### config.mk
export PLATFORM = sky130hd
export DESIGN_NAME = vga_sync_flat
export DESIGN_NICKNAME = d
export VERILOG_FILES = /design/src/rtl/vga_sync_if.sv /design/src/rtl/vga_sync.sv /design/src/flat_wrapper.sv
export SDC_FILE = /design/constraint.sdc
export NUM_CORES = 1
export LEC_CHECK = 0
export CAP_MARGIN = 20
export CORE_MARGIN = 2
export CORE_UTILIZATION = 56
export DETAILED_ROUTE_END_ITERATION = 10
export MAX_ROUTING_LAYER = met4
export PLACE_DENSITY_LB_ADDON = 0.05
export SETUP_SLACK_MARGIN = 0.2
export SLEW_MARGIN = 25
export SYNTH_ARGS = -nofsm -noshare
export SYNTH_HDL_FRONTEND = slang
export SYNTH_SLANG_ARGS = --single-unit
### constraint.sdc
create_clock -name clk_d -period 6.3 [get_ports clk_d]
set_input_delay 0.945 -clock clk_d [delete_from_list [all_inputs] [get_ports clk_d]]
set_output_delay 0.945 -clock clk_d [all_outputs]
set_load 0.02 [all_outputs]
### src/rtl/vga_sync_if.sv
// Video timing bundle: counters, blanking and sync strobes from vga_sync to
// the renderer that consumes them.
interface vga_sync_if;
   logic [9:0] pixel_x;
   logic [9:0] pixel_y;
   logic       video_on;
   logic       hsync;
   logic       vsync;
   logic       line_tick;
   logic       frame_tick;

   modport master (
      output pixel_x, pixel_y, video_on, hsync, vsync, line_tick, frame_tick
   );

   modport slave (
      input  pixel_x, pixel_y, video_on, hsync, vsync, line_tick, frame_tick
   );
endinterface

### src/rtl/vga_sync.sv
// VGA raster timing generator: pixel/line counters with registered visible,
// tick and sync decodes; sync is delayed one pixel to line up with the renderer.
module vga_sync #(
   parameter int H_DISPLAY = 640,
   parameter int H_FRONT   = 16,
   parameter int H_SYNC    = 96,
   parameter int H_BACK    = 48,
   parameter int V_DISPLAY = 480,
   parameter int V_FRONT   = 10,
   parameter int V_SYNC    = 2,
   parameter int V_BACK    = 33
) (
   input  logic        clk_d,
   input  logic        rst_n,
   vga_sync_if.master  vga
);

   localparam int H_TOTAL = H_DISPLAY + H_FRONT + H_SYNC + H_BACK;
   localparam int V_TOTAL = V_DISPLAY + V_FRONT + V_SYNC + V_BACK;

   localparam logic [9:0] H_MAX = 10'(H_TOTAL - 1);
   localparam logic [9:0] V_MAX = 10'(V_TOTAL - 1);
   localparam logic [9:0] H_VIS = 10'(H_DISPLAY);
   localparam logic [9:0] V_VIS = 10'(V_DISPLAY);
   localparam logic [9:0] HS_LO = 10'(H_DISPLAY + H_FRONT);
   localparam logic [9:0] HS_HI = 10'(H_DISPLAY + H_FRONT + H_SYNC - 1);
   localparam logic [9:0] VS_LO = 10'(V_DISPLAY + V_FRONT);
   localparam logic [9:0] VS_HI = 10'(V_DISPLAY + V_FRONT + V_SYNC - 1);

   logic       run_q;
   logic [9:0] x_q, x_d;
   logic [9:0] y_q, y_d;
   logic       video_q, video_d;
   logic       hsync_q, hsync_d;
   logic       vsync_q, vsync_d;
   logic       line_q, line_d;
   logic       frame_q, frame_d;

   // run_q stays low for the first edge after reset so (0,0) is emitted blanked
   always_comb begin
      x_d = x_q;
      y_d = y_q;
      if (run_q) begin
         if (x_q == H_MAX) begin
            x_d = '0;
            y_d = (y_q == V_MAX) ? '0 : y_q + 10'd1;
         end else begin
            x_d = x_q + 10'd1;
         end
      end
      video_d = run_q && (x_d < H_VIS) && (y_d < V_VIS);
      line_d  = run_q && (x_d == '0);
      frame_d = run_q && (x_d == '0) && (y_d == V_VIS);
      // sync decodes the current position, so the pin lags the counters by one pixel
      hsync_d = !(run_q && (x_q >= HS_LO) && (x_q <= HS_HI));
      vsync_d = !(run_q && (y_q >= VS_LO) && (y_q <= VS_HI));
   end

   always_ff @(posedge clk_d or negedge rst_n) begin
      if (!rst_n) begin
         run_q   <= 1'b0;
         x_q     <= '0;
         y_q     <= '0;
         video_q <= 1'b0;
         hsync_q <= 1'b1;
         vsync_q <= 1'b1;
         line_q  <= 1'b0;
         frame_q <= 1'b0;
      end else begin
         run_q   <= 1'b1;
         x_q     <= x_d;
         y_q     <= y_d;
         video_q <= video_d;
         hsync_q <= hsync_d;
         vsync_q <= vsync_d;
         line_q  <= line_d;
         frame_q <= frame_d;
      end
   end

   assign vga.pixel_x    = x_q;
   assign vga.pixel_y    = y_q;
   assign vga.video_on   = video_q;
   assign vga.hsync      = hsync_q;
   assign vga.vsync      = vsync_q;
   assign vga.line_tick  = line_q;
   assign vga.frame_tick = frame_q;

endmodule
### src/flat_wrapper.sv
// flat-port wrapper written by rule: the top's interface ports become plain ports
module vga_sync_flat 
#(
   parameter int H_DISPLAY = 640,
   parameter int H_FRONT   = 16,
   parameter int H_SYNC    = 96,
   parameter int H_BACK    = 48,
   parameter int V_DISPLAY = 480,
   parameter int V_FRONT   = 10,
   parameter int V_SYNC    = 2,
   parameter int V_BACK    = 33
)
  (clk_d, rst_n, vga_pixel_x, vga_pixel_y, vga_video_on, vga_hsync, vga_vsync, vga_line_tick, vga_frame_tick);
  vga_sync_if vga_i ();
  input  logic clk_d;
  input  logic rst_n;
  output wire logic [$bits(vga_i.pixel_x)-1:0] vga_pixel_x;
  output wire logic [$bits(vga_i.pixel_y)-1:0] vga_pixel_y;
  output wire logic [$bits(vga_i.video_on)-1:0] vga_video_on;
  output wire logic [$bits(vga_i.hsync)-1:0] vga_hsync;
  output wire logic [$bits(vga_i.vsync)-1:0] vga_vsync;
  output wire logic [$bits(vga_i.line_tick)-1:0] vga_line_tick;
  output wire logic [$bits(vga_i.frame_tick)-1:0] vga_frame_tick;
  assign vga_pixel_x = vga_i.pixel_x;
  assign vga_pixel_y = vga_i.pixel_y;
  assign vga_video_on = vga_i.video_on;
  assign vga_hsync = vga_i.hsync;
  assign vga_vsync = vga_i.vsync;
  assign vga_line_tick = vga_i.line_tick;
  assign vga_frame_tick = vga_i.frame_tick;
  vga_sync #(.H_DISPLAY(H_DISPLAY), .H_FRONT(H_FRONT), .H_SYNC(H_SYNC), .H_BACK(H_BACK), .V_DISPLAY(V_DISPLAY), .V_FRONT(V_FRONT), .V_SYNC(V_SYNC), .V_BACK(V_BACK)) u_core (.clk_d(clk_d), .rst_n(rst_n), .vga(vga_i));
endmodule
==> results <==
- The flow ran to the end, and the final reports show no timing, DRC or antenna violations.
- The power share of the sequential group is 52.2%.
- The count of instances resized after the clock tree is built is 0.
- The number of DRC violations after detailed routing is 0.
- Wires add up to between 3 and 4 mm.
- The total negative slack is 0 ps.
- The tightest min-delay check is of the reg -> reg type.
- The post-layout total power is approximately 0.43 mW.
- On the critical path the largest part of the delay comes from simple AND/OR/NAND/NOR gates.
- The post-synthesis area per instance is between 9 and 10 µm².
- The maximum clock insertion buffer count is 2.
- The data arrival at the endpoint of the critical path is 2830 ps.
- The horizontal die dimension is 56.00 µm.
- The maximum resistive drop on vdd is 245.2 µV.
- The pre-CTS setup slack is 3757 ps.
- For this design the total switching power over the nets is 0.1471 mW.
- The global placement routability congestion is 0.9082.
- Along the worst path, the maximum fanout reaches 10.
- The power per standard cell area is 234.2 mW/mm².
- The clock network is responsible for roughly a fifth of the overall power.
- Entering global routing, the biggest net connects 27 pins.
- The clock latency at the later pin of the worst-skew pair is 320 ps.
- Counting flops and latches in the post-synthesis netlist gives 26.
- Counting flops with an async set or reset pin after synthesis yields a share of 100.0%.
- The longest individual stage delay on the worst path is 610 ps.
- Summing every instance area after synthesis gives 0.001514 mm².
- The number of antenna violations at the first check in global routing is 0.
- Across every metal layer, demand over resource in global routing totals 21.63%.
- Leaving out fill and tap cells, the most frequent cells in the layout are sky130_fd_sc_hd__clkdlybuf4s50_1, sky130_fd_sc_hd__dfrtp_1, sky130_fd_sc_hd__nand2_1.
- The post-route netlist has 9.945% of its cells at a drive strength greater than 1.
- The die span in y is 56.00 µm.
- After global routing the overflow that remains totals 0.
- The count of hold-fix buffers inserted at cts is 0.
- The internal power is 0.2793 mW.
- CTS placed an instance of sky130_fd_sc_hd__clkbuf_4 at the clock tree root.
- The count of standard-cell rows is 18.
- After filler insertion, the fill cell instance count of the layout stands at 207.
- The number of antenna diodes in the final layout is 0.
- The number of cells on the worst reg-to-reg path is 7.
- Post-CTS timing repair inserted 0 buffers for setup.
- Summed over all cells, the static leakage comes to between 0.7 and 0.8 nW.
- The layout overhead on the synthesized area is 20.25%.
- The tool flagged a number of max-cap violations equal to 0.
- TritonCTS built the clock tree.
- The signal on the critical path passes through ha_1 > nand4_4 > or4_4 > o311ai_0 > nand4_1 > or3_4 > nor4_2.
- The area occupied by multi-input gates is 799.5 µm².
- The critical path data required time is 6540 ps.
- The share of synthesized area occupied by flip-flops and latches is between 40% and 50%.
- Using the TritonRoute via totals, the vias-per-cell ratio works out to 6.019.
- The initial utilization of the core area, before any placement, comes to 60.02%.
- The count of buffers inserted at the top-level ports is 26.
- The number of hold violations in the final report is 0.
- The number of different library cells used by synthesis comes to 50.
- The final-report max-slew violation count is 0.
- The library cell used most frequently in the layout, excluding fill and tap cells, is sky130_fd_sc_hd__clkdlybuf4s50_1.
- The first TritonRoute pass finished after 4 iterations.
- Registers take 653.1 µm².
- The worst setup path is of the reg -> reg kind.
- The number of nets with antenna violations after routing is 0.
- For this run, the leading register cell type out of synthesis is sky130_fd_sc_hd__dfrtp_1.
- The period utilization is 41.09%.
- Across all setup checks in the final design, the least slack found is 3711 ps.
- The number of nets in the layout is 189.
- The core area is 0.002522 mm².
- Setup violations remaining at the end of the flow were counted as 0.
- The synthesized instance count is around 160.
- The number of synthesis warnings is 0.
- The worst setup path is launched from a register.
- The global-route wire length before repair is 5.264 mm.
- Clock-pin slew was measured on the worst setup and hold paths at 140 ps.
- For this block, the initial DRC count from the detailed router was 54.
- The number of buffers and inverters on the critical path is 0.
- The final route contains 1270 vias.
- The area enclosed by the die boundary is 0.003135 mm².
- In this run, the combinational gates consume between 20 and 30% of the power.
- The minimum period implied by the final worst setup slack is 2589 ps.
- Summed over all nets, the half-perimeter wirelength after detailed placement is roughly 2.2 mm.
- Setup repair after global routing left no endpoint under its margin.
- Counting flops with a built-in enable in the synthesized netlist gives 0.
- The worst setup path is captured at a register.
- Counting the buffers created by CTS gives 3.
- The post-synthesis net count is 164.
- During I/O placement, the number of pins put on the boundary was 27.
- The H-tree level count is 1.
- The number of gates on the worst path with buffers counted is 7.
- The number of sinks on the clock net is 26.
- The fraction of power spent switching nets is 34.50%.
- The routed length per instance is 14.75 µm.
- The number of global-route vias before repair is 1119.
- The setup skew after layout is 2.551 ps.
- The worst-path cell with the longest stage delay is sky130_fd_sc_hd__or4_4.
- Counting instances, the worst hold path has a depth of 1.
- Derived from the worst setup path, the maximum achievable clock frequency is between 300 and 400 MHz.
-- per-stage QoR --
stage	std cells	hold WS, ps	cell area (µm²)	util, %
2_1_floorplan	157	623.4	1514	-
3_3_place_gp	207	533.2	1784	70.73
3_5_place_dp	207	524.8	1784	70.73
4_1_cts	211	552.2	1821	72.17
5_1_grt	211	588.5	1821	72.17
6_report	211	552.6	1821	72.17
-- path summary, 6_finish.rpt --
| check | slack [ps] | to | start |
|---|---|---|---|
| min in group asynchronous | 970 | u_core.vga.pixel_x[5]$_DFF_PN0_ | rst_n |
| worst max register to register | 3710 | u_core.vga.frame_tick$_DFF_PN0_ | u_core.vga.pixel_x[0]$_DFF_PN0_ |
| max in group asynchronous | 5040 | u_core.vga.hsync$_DFF_PN1_ | rst_n |
| worst min-delay path | 550 | u_core.vga.pixel_y[7]$_DFF_PN0_ | u_core.vga.pixel_y[7]$_DFF_PN0_ |
| worst max-delay path | 3710 | u_core.vga.frame_tick$_DFF_PN0_ | u_core.vga.pixel_x[0]$_DFF_PN0_ |
| worst min register to register | 550 | u_core.vga.pixel_y[7]$_DFF_PN0_ | u_core.vga.pixel_y[7]$_DFF_PN0_ |
-- registers in the layout, summed over array words and instances, names as in the netlist --
signal / cells
u_core.vga.line_tick: 1
u_core.vga.pixel_y: 10
u_core.vga.vsync: 1
u_core.vga.pixel_x: 10
u_core.vga.hsync: 1
u_core.vga.frame_tick: 1
u_core.vga.video_on: 1
u_core.run_q: 1
-- cell families after synthesis --
kind of cell / count (synthesis) / share of synthesized area [%]
other: 1 / 0.2477
buffers and inverters: 13 / 4.050
DFF: 26 / 43.14
and+or+nand+nor: 71 / 28.18
adders and majority gates: 5 / 4.132
AOI/OAI and AO/OA: 27 / 11.57
muxes: 3 / 2.314
xor gates and xnor gates: 11 / 6.363
-- final cells by class --
class	count	area share (%)
Tap cell	30	2.062
Inverter	5	1.031
Timing Repair Buffer	28	15.12
Sequential cell	26	35.88
Clock buffer	4	1.993
Multi-Input combinational cell	118	43.92
-- cell usage after synthesis, types with 2 or more instances --
cell                        n  area share [%]
sky130_fd_sc_hd__a21oi_1    2            0.66
sky130_fd_sc_hd__a31oi_1    3             1.2
sky130_fd_sc_hd__and3_1     3             1.2
sky130_fd_sc_hd__buf_2      4             1.3
sky130_fd_sc_hd__clkbuf_1   3            0.74
sky130_fd_sc_hd__dfrtp_1   24              40
sky130_fd_sc_hd__dfstp_2    2             3.5
sky130_fd_sc_hd__ha_1       5             4.1
sky130_fd_sc_hd__inv_1      5             1.2
sky130_fd_sc_hd__nand2_1   15             3.7
sky130_fd_sc_hd__nand3_1   11             3.6
sky130_fd_sc_hd__nand3b_1   2            0.99
sky130_fd_sc_hd__nand4_1    6             2.5
sky130_fd_sc_hd__nor2_1     9             2.2
sky130_fd_sc_hd__nor2b_1    2            0.83
sky130_fd_sc_hd__nor3_1     4             1.3
sky130_fd_sc_hd__o21ai_0   12             4.0
sky130_fd_sc_hd__o31ai_1    3             1.5
sky130_fd_sc_hd__or4_1      2            0.99
sky130_fd_sc_hd__xnor2_1    6             3.5
sky130_fd_sc_hd__xor2_1     5             2.9
-- metal layers --
| layer | vias to the layer above | track usage [%] | wire (µm) |
|---|---|---|---|
| met5 | - | - | 0 |
| met4 | 0 | 7.143 | 40 |
| met3 | 4 | 2.791 | 206 |
| met2 | 45 | 30.59 | 1313 |
| li1 | 617 | - | - |
| met1 | 604 | 32.14 | 1553 |
-- power by group through the flow --
stage               Clock [mW]  Combinational [mW]  Sequential, mW
floorplan                    0              0.0762           0.223
global placement             0               0.120           0.224
detailed placement           0               0.119           0.224
CTS                     0.0877               0.120           0.221
global route            0.0925               0.129           0.227
finish                  0.0848               0.119           0.222
No activity file was read; power rests on OpenSTA's default activity.
